--- src/rtl/conv_ctrl_gen.sv ---
// conv_ctrl_gen: parametrised 2-D convolution address/strobe sequencer.
// Walks kernel taps (kc, kr) inside output pixels (oc, orow). It generates
// feature/weight read addresses, the accumulator-clear strobe and the output
// write address/strobe. Each group is delayed to line up with the MAC pipeline.
// Optional feature: define CONV_CTRL_ABORT_EN to add the `abort` input.
module conv_ctrl_gen #(
  parameter int K       = 5,
  parameter int IN_W    = 14,
  parameter int IN_H    = 14,
  parameter int STRIDE  = 1,
  parameter int RD_LAT  = 3,
  parameter int CLR_LAT = 6,
  parameter int WR_LAT  = 13,
  localparam int OUT_W  = (IN_W - K) / STRIDE + 1,
  localparam int OUT_H  = (IN_H - K) / STRIDE + 1,
  localparam int FA_W   = (IN_W * IN_H > 1) ? $clog2(IN_W * IN_H) : 1,
  localparam int WA_W   = (K * K > 1) ? $clog2(K * K) : 1,
  localparam int OA_W   = (OUT_W * OUT_H > 1) ? $clog2(OUT_W * OUT_H) : 1
) (
  input  logic            clk,
  input  logic            rst,
  input  logic            start,
`ifdef CONV_CTRL_ABORT_EN
  input  logic            abort,
`endif
  output logic            busy,
  output logic [FA_W-1:0] f_raddr,
  output logic [WA_W-1:0] w_raddr,
  output logic            rd_en,
  output logic            mac_clr,
  output logic [OA_W-1:0] o_waddr,
  output logic            o_wr_en,
  output logic            done
);

  localparam int KC_W = (K > 1) ? $clog2(K) : 1;
  localparam int OC_W = (OUT_W > 1) ? $clog2(OUT_W) : 1;
  localparam int OR_W = (OUT_H > 1) ? $clog2(OUT_H) : 1;

  typedef enum logic [2:0] {
    ST_IDLE = 3'b001,
    ST_RUN  = 3'b010,
    ST_DONE = 3'b100
  } state_t;

  state_t          state_r;
  logic            busy_r;
  logic [KC_W-1:0] kc_r;
  logic [KC_W-1:0] kr_r;
  logic [OC_W-1:0] oc_r;
  logic [OR_W-1:0] orow_r;

  logic            abort_s;
  logic            run_s;
  logic            kc_last_s;
  logic            kr_last_s;
  logic            oc_last_s;
  logic            or_last_s;
  logic            clr_s;
  logic            wr_s;
  logic            dn_s;
  logic [FA_W-1:0] f_s;
  logic [WA_W-1:0] w_s;
  logic [OA_W-1:0] o_s;

  // Delay lines; address stages only load when their strobe is set so outputs hold.
  logic                 rd_vld_r [RD_LAT];
  logic [FA_W+WA_W-1:0] rd_dat_r [RD_LAT];
  logic                 wr_vld_r [WR_LAT];
  logic [OA_W-1:0]      wr_dat_r [WR_LAT];
  logic                 dn_r     [WR_LAT];
  logic                 clr_r    [CLR_LAT];

`ifdef CONV_CTRL_ABORT_EN
  assign abort_s = abort;
`else
  assign abort_s = 1'b0;
`endif

  // Addresses and strobes decoded from the current counter state.
  always_comb begin
    run_s     = (state_r == ST_RUN);
    kc_last_s = (kc_r == KC_W'(K - 1));
    kr_last_s = (kr_r == KC_W'(K - 1));
    oc_last_s = (oc_r == OC_W'(OUT_W - 1));
    or_last_s = (orow_r == OR_W'(OUT_H - 1));
    clr_s     = run_s && (kc_r == KC_W'(0)) && (kr_r == KC_W'(0));
    wr_s      = run_s && kc_last_s && kr_last_s;
    dn_s      = (state_r == ST_DONE);
    f_s       = FA_W'((32'(orow_r) * 32'(STRIDE) + 32'(kr_r)) * 32'(IN_W)
                      + 32'(oc_r) * 32'(STRIDE) + 32'(kc_r));
    w_s       = WA_W'(32'(kr_r) * 32'(K) + 32'(kc_r));
    o_s       = OA_W'(32'(orow_r) * 32'(OUT_W) + 32'(oc_r));
  end

  // Sequencer FSM with tap/pixel counters; counters only move in RUN.
  always_ff @(posedge clk) begin
    if (rst) begin
      state_r <= ST_IDLE;
      busy_r  <= 1'b0;
      kc_r    <= '0;
      kr_r    <= '0;
      oc_r    <= '0;
      orow_r  <= '0;
    end else begin
      case (state_r)
        ST_IDLE: begin
          if (start) begin
            state_r <= ST_RUN;
            busy_r  <= 1'b1;
          end
        end
        ST_RUN: begin
          if (abort_s) begin
            state_r <= ST_IDLE;
            busy_r  <= 1'b0;
            kc_r    <= '0;
            kr_r    <= '0;
            oc_r    <= '0;
            orow_r  <= '0;
          end else if (kc_last_s && kr_last_s && oc_last_s && or_last_s) begin
            state_r <= ST_DONE;
            kc_r    <= '0;
            kr_r    <= '0;
            oc_r    <= '0;
            orow_r  <= '0;
          end else if (!kc_last_s) begin
            kc_r <= kc_r + KC_W'(1);
          end else begin
            kc_r <= '0;
            if (!kr_last_s) begin
              kr_r <= kr_r + KC_W'(1);
            end else begin
              kr_r <= '0;
              if (!oc_last_s) begin
                oc_r <= oc_r + OC_W'(1);
              end else begin
                oc_r   <= '0;
                orow_r <= orow_r + OR_W'(1);
              end
            end
          end
        end
        ST_DONE: begin
          state_r <= ST_IDLE;
          busy_r  <= 1'b0;
        end
        default: begin
          state_r <= ST_IDLE;
          busy_r  <= 1'b0;
          kc_r    <= '0;
          kr_r    <= '0;
          oc_r    <= '0;
          orow_r  <= '0;
        end
      endcase
    end
  end

  // Read-address delay line (RD_LAT stages).
  always_ff @(posedge clk) begin
    if (rst) begin
      for (int i = 0; i < RD_LAT; i++) begin
        rd_vld_r[i] <= 1'b0;
        rd_dat_r[i] <= '0;
      end
    end else begin
      rd_vld_r[0] <= run_s;
      if (run_s) rd_dat_r[0] <= {f_s, w_s};
      for (int i = 1; i < RD_LAT; i++) begin
        rd_vld_r[i] <= rd_vld_r[i-1];
        if (rd_vld_r[i-1]) rd_dat_r[i] <= rd_dat_r[i-1];
      end
    end
  end

  // Output-write and completion delay line (WR_LAT stages).
  always_ff @(posedge clk) begin
    if (rst) begin
      for (int i = 0; i < WR_LAT; i++) begin
        wr_vld_r[i] <= 1'b0;
        wr_dat_r[i] <= '0;
        dn_r[i]     <= 1'b0;
      end
    end else begin
      wr_vld_r[0] <= wr_s;
      dn_r[0]     <= dn_s;
      if (wr_s) wr_dat_r[0] <= o_s;
      for (int i = 1; i < WR_LAT; i++) begin
        wr_vld_r[i] <= wr_vld_r[i-1];
        dn_r[i]     <= dn_r[i-1];
        if (wr_vld_r[i-1]) wr_dat_r[i] <= wr_dat_r[i-1];
      end
    end
  end

  // Accumulator-clear delay line (CLR_LAT stages).
  always_ff @(posedge clk) begin
    if (rst) begin
      for (int i = 0; i < CLR_LAT; i++) clr_r[i] <= 1'b0;
    end else begin
      clr_r[0] <= clr_s;
      for (int i = 1; i < CLR_LAT; i++) clr_r[i] <= clr_r[i-1];
    end
  end

  assign busy               = busy_r;
  assign rd_en              = rd_vld_r[RD_LAT-1];
  assign {f_raddr, w_raddr} = rd_dat_r[RD_LAT-1];
  assign mac_clr            = clr_r[CLR_LAT-1];
  assign o_wr_en            = wr_vld_r[WR_LAT-1];
  assign o_waddr            = wr_dat_r[WR_LAT-1];
  assign done               = dn_r[WR_LAT-1];

endmodule

--- config.mk ---
export PLATFORM = sky130hd
export DESIGN_NAME = conv_ctrl_gen
export DESIGN_NICKNAME = d
export VERILOG_FILES = /design/src/rtl/conv_ctrl_gen.sv
export SDC_FILE = /design/constraint.sdc
export NUM_CORES = 1
export LEC_CHECK = 0
export ABC_AREA = 1
export CAP_MARGIN = 20
export CORE_ASPECT_RATIO = 2
export CORE_MARGIN = 3
export CORE_UTILIZATION = 25
export DETAILED_ROUTE_END_ITERATION = 6
export SLEW_MARGIN = 10
export SYNTH_ARGS = -nofsm -noshare
export SYNTH_HDL_FRONTEND = slang
export SYNTH_SLANG_ARGS = --single-unit
--- constraint.sdc ---
create_clock -name clk -period 3.5 [get_ports clk]
set_input_delay 0.35 -clock clk [delete_from_list [all_inputs] [get_ports clk]]
set_output_delay 0.35 -clock clk [all_outputs]
set_load 0.03 [all_outputs]
Word level (Yosys, flattened, before mapping)
Memory sizes are Yosys's and may differ from the RTL's.
Cells that the tools add are included.
Widths: inputs -> output; s select.

storage, ports and cells
  flip-flop bits (word level) = 18
  memory bits (writable) = 165
  input port bits = 3
  logic and storage cells = 228
  memories kept = 6

operators by class
  $add $sub $neg = 9
  multipliers = 3
  eq/ne operators = 12
  mux-type cells = 124
  bitwise gates (word level) = 53
  reductions and logical operators = 15

memory list
  name      depth  width  read ports  clocked after memory_dff  write ports  RTL line  source
  wr_dat_r  13     7      13          0                         13           70        logic [OA_W-1:0] wr_dat_r [WR_LAT];
  rd_dat_r  3      13     3           0                         3            68        logic [FA_W+WA_W-1:0] rd_dat_r [RD_LAT];
  dn_r      13     1      13          0                         13           71        logic dn_r [WR_LAT];
  wr_vld_r  13     1      13          0                         13           69        logic wr_vld_r [WR_LAT];
  clr_r     6      1      6           0                         6            72        logic clr_r [CLR_LAT];
  rd_vld_r  3      1      3           0                         3            67        logic rd_vld_r [RD_LAT];

operator list
  operator             count
  $mux 7               13
  $mux 1               87
  $or 1x1->1           51
  $mux 13              3
  $mux 4               8
  $mux 3               7
  $pmux 3 s2           3
  $pmux 4 s2           2
  $eq 3x3->1 const B   3
  $ne 3x1->1 const B   3
  $add 4x1->4 const B  2
  $add 8x3->8          1
  $add 8x4->8          1
  $eq 4x4->1 const B   2
  $add 7x4->7          1
  $logic_and 1x1->1    7
  $mul 5x3->7 const B  1
  $add 3x1->3 const B  2
  $logic_not 3->1      2
  $mul 4x3->6 const B  1
  $reduce_and 2->1     3
  $add 4x3->5          1
  $add 5x3->5          1
  $mul 3x3->5 const B  1
  other kinds (9)      10

Longest topological paths before layout
  word-level depth = 7
  gate-level depth with buffers = 19

Least setup slack after synthesis
Ideal clock, no wire load.

  path type = register to register
  start = reg orow_r[0]
  end = mem rd_dat_r[0][12] (netlist name) (data pin)
  library setup time = 0.255 ns
  arrival time = 3.233 ns
  data required time = 3.245 ns
  path slack = 0.012 ns
  cell stages (with the launch flop) = 16
  buffers on the path = 0
  clock period less this slack = 3.488 ns
  cells stage by stage = dfxtp_1 -> ha_1 -> fa_1 -> xor2_1 -> inv_1 -> fa_1 -> fa_1 -> inv_1 -> ha_1 -> nand2_1 -> nor2_1 -> nor2_1 -> nor2_1 -> nand3_1 -> nand2_1 -> nor2_1

RTL lines
  item                      RTL line  source
  start: declaration        51        logic [OR_W-1:0] orow_r;
  start signal: assignment  139       orow_r <= orow_r + OR_W'(1);
  end: declaration          68

==> results.toml <==
[detailed_routing]
avgViaCountPerCell = 3.84
totalWireLength_um = 12800
vias = 4982
dr.pass1.iters = 4
drt_iter0_drc = 216
wl_met3_um = 374
wl_met2_um = 7360
wl_met1_um = 4730
postRouteAntennaNets = 0
drcViolationCount = 0
post_drt_wl_per_cell_um = 9.83
dr.max_layer_used = "met4"

[logic_synthesis]
ys_ff_latch = 183
netlist_area_um2 = 8300
synth_top_family_by_area = "simple AND/OR/NAND/NOR gates"
yosys_warnings = 0
yosysTopAreaCellShare_pct = 47.1
synth_edf_count = 130
synthAdderAreaFrac_pct = 8.14
synth_top_area_cell = "edfxtp_1"
ys_seq_area_share_pct = 59.8
synthTopCellsByArea = "edfxtp_1 47%, dfxtp_1 13%, inv_1 9.3%"
synth.mux.area_fraction_pct = 0
synth_cell_type_count = 37
yosys.area_share.simple_pct = 16.5
synth_commonest_cells = "206 x inv_1, 183 x nor2_1, 130 x edfxtp_1"
syn_nets = 882
synth_ff_type = "edfxtp_1"
synth_xor_xnor_area_share_pct = 0.739
async_flop_share_pct = 0
netlist_instances = 831
syn_avg_cell_area_um2 = 9.98
yosysMostFrequentCell = "inv_1"
synth_compound_area_share_pct = 2.07

[power]
combPwrFrac_pct = 15.8
pwr-share-seq_pct = 47.0
p_total_mw = 5.20
power.internal_mw = 3.72
p_leak_nw = 4.04
ir_worst_vdd_mv = 0.340
swShare_pct = 28.4
p_per_area_nw_per_um2 = 537
p_sw_mw = 1.48
p_clk_share_pct = 37.2

[global_route]
grt_pass1_vias = 5042
grt_util_all_layers_pct = 7.68
antenna_found_initial = 0
grt_start_max_net_pins = 50
overflow = 0
grt_pass1_wl_um = 22100

[worst_setup_path]
end_kind = "flop"
crit_slowest_cell = "fa_1"
max_stage_delay_ns = 0.52
cp-start-kind = "flop"
crit_arrival_ns = 3.65
crit_path_cell_trace = "ha_4 -> fa_2 -> xor2_4 -> fa_1 -> ha_2 -> inv_2 -> fa_1 -> inv_2 -> ha_4 -> nand2_4 -> nor2_4 -> nor2_2 -> nor2_2 -> nand3_1 -> nand2_1 -> nor2_1"
crit_fanout = 3
cp.required_ns = 3.68
crit_type = "reg2reg"

[floorplanning]
ioPinCount = 28
rows = 93
die_x_um = 135
core-area_um2 = 32500
die_area_um2 = 35500
chipHeight_um = 264
initial_utilization_pct = 25.6

[layout]
regArea_um2 = 4970
multi_input_area_um2 = 2370
syn_to_final_growth_pct = 16.5
nets = 909
nFillCells = 3314
layout-drive-gt1-share_pct = 10.4
antenna_cells = 0

[sta]
timing.final.crit_share_pct = 99.1
hold_viol = 0
hold_slack_ns = 0.270
fin_skew_ns = 0.0113
setup_viol = 0
slew_violations = 0
tightest_slew_ns = 0.541
slew_headroom_pct = 63.8
rsz0062_at_grt = "true"
fmax_mhz = 288
min_period_ns = 3.47

[clocking]
cts_buffers = 17
tritoncts = "built"
cts.path.max_buffers = 2
cts_root_buf = "clkbuf_16"
clkTransAtPathRegs_ns = 0.08
cts_sinks = 183
clock_latency_ns = 0.43
cts.hold.buffers_added = 0
cts_max_level = 4

[min_path]
hold_path.class = "in2reg"

[flow_run]
drv_cap = 0

[placement]
io_buffers = 27
gp_congestion = 0.776
dp.final_hpwl_um = 9270

[run_status]
status = "finished clean"
power by group through the flow:
stage	Sequential [mW]	Combinational (mW)	Clock, mW
2_1_floorplan	2.49	0.527	0
3_3_place_gp	2.49	0.691	0
3_5_place_dp	2.49	0.710	0
4_1_cts	2.44	0.723	1.98
5_1_grt	2.45	0.937	2.08
6_report	2.44	0.820	1.93
layer usage:
metal  up-vias  track usage [%]
met3        18             1.97
met1      2345             7.20
met2        48             15.1
li1       2571                -
met4         0             3.44
met5         -                0
per-stage QoR:
stage	TNS, ns	area [um2]	cells	utilization [%]	setup slack, ns
2_1_floorplan	0	8300	831	-	0.0121
3_3_place_gp	-0.0883	8940	1264	27.5	-0.0883
3_5_place_dp	-0.181	8940	1264	27.5	-0.141
4_1_cts	0	9570	1296	29.5	0.0212
5_1_grt	-0.194	9670	1298	29.8	-0.121
6_report	0	9670	1298	29.8	0.0306
critical path, delay by kind of cell (launching register included):
kind          cells  cell delay (ns)
simple gates      7             0.54
flops             1             0.34
fa+ha+maj         6             2.06
xor+xnor          1             0.18
buf+inv           2             0.09
placed cells by master (no fill, tap or decap), drive strengths merged:
cell and n:
clkbuf 17, buf 15, o21bai 1, nand4 4, nor3 3, ha 38
clkinvlp 1, edfxtp 130, nor3b 1, nor2 188, fa 10, inv 220
a21o 1, nand3 26, clkinv 7, or2 1, xnor2 4, xor2 3
o21ai 11, nand3b 2, nand2 90, dfxtp 53, clkdlybuf4s50 26, a21oi 18
nor4 1
timing repair:
item	CTS	global route
pin swaps	1	12
setup buffers	0	2
resized for setup	3	19
endpoints found under the setup margin	3	3
layout make-up:
type	instances	area share (%)
Clock inverter	15	2.02
Inverter	213	8.35
Multi-Input combinational cell	402	24.5
Sequential cell	183	51.4
Timing Repair Buffer	41	3.83
Clock buffer	17	4.40
Tap cell	427	5.53
sequential cells by signal (all words and copies together) (netlist names):
register	count
oc_r	4
kc_r	3
dn_r	13
kr_r	3
rd_vld_r	3
wr_vld_r	13
state_r	3
busy	1
orow_r	4
rd_dat_r	39
clr_r	6
wr_dat_r	91
cell families (layout without fill, tap and decap cells):
logic type	count (synthesis)	count (layout)
buffers and inverters	246	286
xor gates and xnor gates	7	7
and+or+nand+nor	316	316
DFF	183	183
AOI/OAI and AO/OA	31	31
adders and majority gates	48	48
final timing paths:
kind | startpoint | endpoint | slack, ns | cells past startpoint
worst max-delay path | kr_r[0] | rd_dat_r[0][12] | 0.03 | 16
worst min-delay path | rst | clr_r[3] | 0.27 | 2
worst max register to register | kr_r[0] | rd_dat_r[0][12] | 0.03 | 16
worst min register to register | clr_r[2] | clr_r[3] | 0.40 | 2
No activity file was read; power rests on OpenSTA's default activity.
==> variant, RTL diff (same flow settings) <==
The 3 states of `state_t` get a binary encoding in 2 bits.
--- a/src/rtl/conv_ctrl_gen.sv
+++ b/src/rtl/conv_ctrl_gen.sv
@@ -38,8 +38,8 @@
   localparam int OR_W = (OUT_H > 1) ? $clog2(OUT_H) : 1;
 
-  typedef enum logic [2:0] {
-    ST_IDLE = 3'b001,
-    ST_RUN  = 3'b010,
-    ST_DONE = 3'b100
+  typedef enum logic [1:0] {
+    ST_IDLE = 2'd0,
+    ST_RUN  = 2'd1,
+    ST_DONE = 2'd2
   } state_t;
 
Formal check against the unedited RTL: no difference found for any inputs over 10 cycles, from zero or initial values and one cycle with rst high; not proved beyond that.
==> variant against the unedited design <==
  * Synthesized cell count down 3.6%
  * Critical path depth unchanged
  * Die area down 2.5%
  * Non-clock buffer count down 2
  * Area after synthesis down 2.6%
  * Maximum frequency up 1.3%
  * Worst setup slack better by 44 ps
  * Sequential cell count down 1
  * First-iteration DRC count down 15%
  * Hold slack worse by 48 ps
  * Cell area down 2.5%
  * Largest cell class unchanged
  * Routed wire length down 5.0%
  * Largest power group unchanged
  * Power down 6.8%
==> variant: results (changes against the unedited design) <==
stage	metric	value	unit	change
outcome	status	finished clean		
setup_path	worst path arrival time	3610	ps	-40 ps
hold_path	min-delay src	rst		
placement	dpl hpwl	8.78	mm	-5.3%
route	WL final	12.1	mm	-5.0%
power_and_ir_drop	peak supply drop	0.283	mV	-17%
sta	clock skew	18.0	ps	+6.70 ps
power_and_ir_drop	Leak Pwr	3.97	nW	-1.9%
setup_path	Critical R2R Capture	rd_dat_r[0][12]$_SDFFCE_PP0P_		
global_route	largest net degree at the start of global routing	55		+10%
cells_and_area	share of cells above drive strength 1	8.44	%	-2.0 points
clocking	Root Buffer	clkbuf_16		
sta	Slew HR	34.9	%	-29 points
placement	Post-Place Setup Slack	-65.0	ps	+76.0 ps
global_route	GRT Total Usage	7.28	%	-0.41 points
global_route	first-pass GRT wire length	20.5	mm	-7.1%
logic_synthesis	synth cell count leaders	inv_1, nor2_1, edfxtp_1		
logic_synthesis	Synth area leaders	edfxtp_1, dfxtp_1, inv_1		
placement	global placement routability congestion	0.780		+0.52%
cells_and_area	# fillers	3262		-1.6%
logic_synthesis	number of flops mapped to enable cells by yosys	130		unchanged
logic_synthesis	Syn Nets	852		-3.4%
cells_and_area	nets	879		-3.3%
route	DR vias/cell	3.78		-1.5%
hold_path	Hold Path End	rd_vld_r[0][2]$_SDFF_PP0_		
logic_synthesis	Yosys cell types	31		-16%
global_route	vias in the first global route	4656		-7.7%
route	DR iter-0 viols	184		-15%
clocking	clock insertion delay at the later pin of the skew report	430	ps	about the same
setup_path	Worst R2R Setup Slack	70	ps	+40 ps
logic_synthesis	sequential share of the synthesized area	61.2	%	+1.3 points
## variant: cell count changes after synthesis, moves of 3 or more
cell,change
nor2_1,-11
nand2_1,-9
nand2_4,-5
nand3_4,-3
## variant: timing repair
| item | 4_1_cts | 5_1_grt |
|---|---|---|
| pin swaps | 1 | 2 |
| resized for setup | 1 | 16 |
| setup endpoints to repair | 1 | 3 |
| buffers inserted | 0 | 1 |
## variant: how the worst max path moves through the flow
stage | from | to | slack, ps | depth (start not counted)
floorplan | orow_r[0]$_SDFFE_PP0P_ | rd_dat_r[0][12]$_SDFFCE_PP0P_ | 50 | 16
global placement | kr_r[0]$_SDFFE_PP0P_ | rd_dat_r[0][12]$_SDFFCE_PP0P_ | 10 | 16
detailed placement | kr_r[0]$_SDFFE_PP0P_ | rd_dat_r[0][12]$_SDFFCE_PP0P_ | -60 | 16
CTS | kr_r[0]$_SDFFE_PP0P_ | rd_dat_r[0][12]$_SDFFCE_PP0P_ | 20 | 16
global route | orow_r[0]$_SDFFE_PP0P_ | rd_dat_r[0][12]$_SDFFCE_PP0P_ | -70 | 16
finish | kr_r[0]$_SDFFE_PP0P_ | rd_dat_r[0][12]$_SDFFCE_PP0P_ | 70 | 16
## variant: layout make-up
| type | count | area [um2] | share of cell area [%] |
|---|---|---|---|
| Clock buffer | 17 | 425 | 4.51 |
| Clock inverter | 15 | 174 | 1.85 |
| Inverter | 208 | 781 | 8.28 |
| Multi-Input combinational cell | 380 | 2210 | 23.5 |
| Sequential cell | 182 | 4950 | 52.5 |
| Tap cell | 423 | 529 | 5.62 |
| Timing Repair Buffer | 39 | 355 | 3.77 |
## variant: report_power, final
group,switching (mW),total (mW),internal (mW)
Combinational,0.319,0.504,0.185
Clock,0.919,1.89,0.967
Sequential,0.0382,2.45,2.42
Total,1.28,4.84,3.57
## variant: layer usage
metal  routed length, um  vias up  global-route usage [%]
met5                   0        -                       0
met4                 256        0                    3.40
met3                 439       18                    2.01
met2                6830       65                    14.2
met1                4600     2208                    6.86
li1                    -     2486                       -
## variant: kinds of logic after synthesis
logic type / after synthesis / share of synthesized area [%]
simple gates: 286 / 14.7
compound gates: 36 / 2.41
fa+ha+maj: 48 / 8.26
flops: 182 / 61.2
xor+xnor: 10 / 1.08
buf+inv: 239 / 12.4
## variant: critical path, delay by kind of cell (launching register included)
kind,cells,cell delay (ps)
adder cells (fa/ha/maj),6,2030
AND/OR/NAND/NOR,7,550
flip-flops,1,340
XOR/XNOR,1,180
buffers and inverters,2,90
## variant: through the flow
stage,power [mW],cells,hold slack [ps],cell area [um2]
after CTS,4.87,1263,205,9350
after detailed placement,2.98,1231,393,8750
final,4.84,1264,221,9420
after floorplan,2.87,801,388,8090
after global placement,2.97,1231,389,8750
after global routing,5.05,1264,233,9420
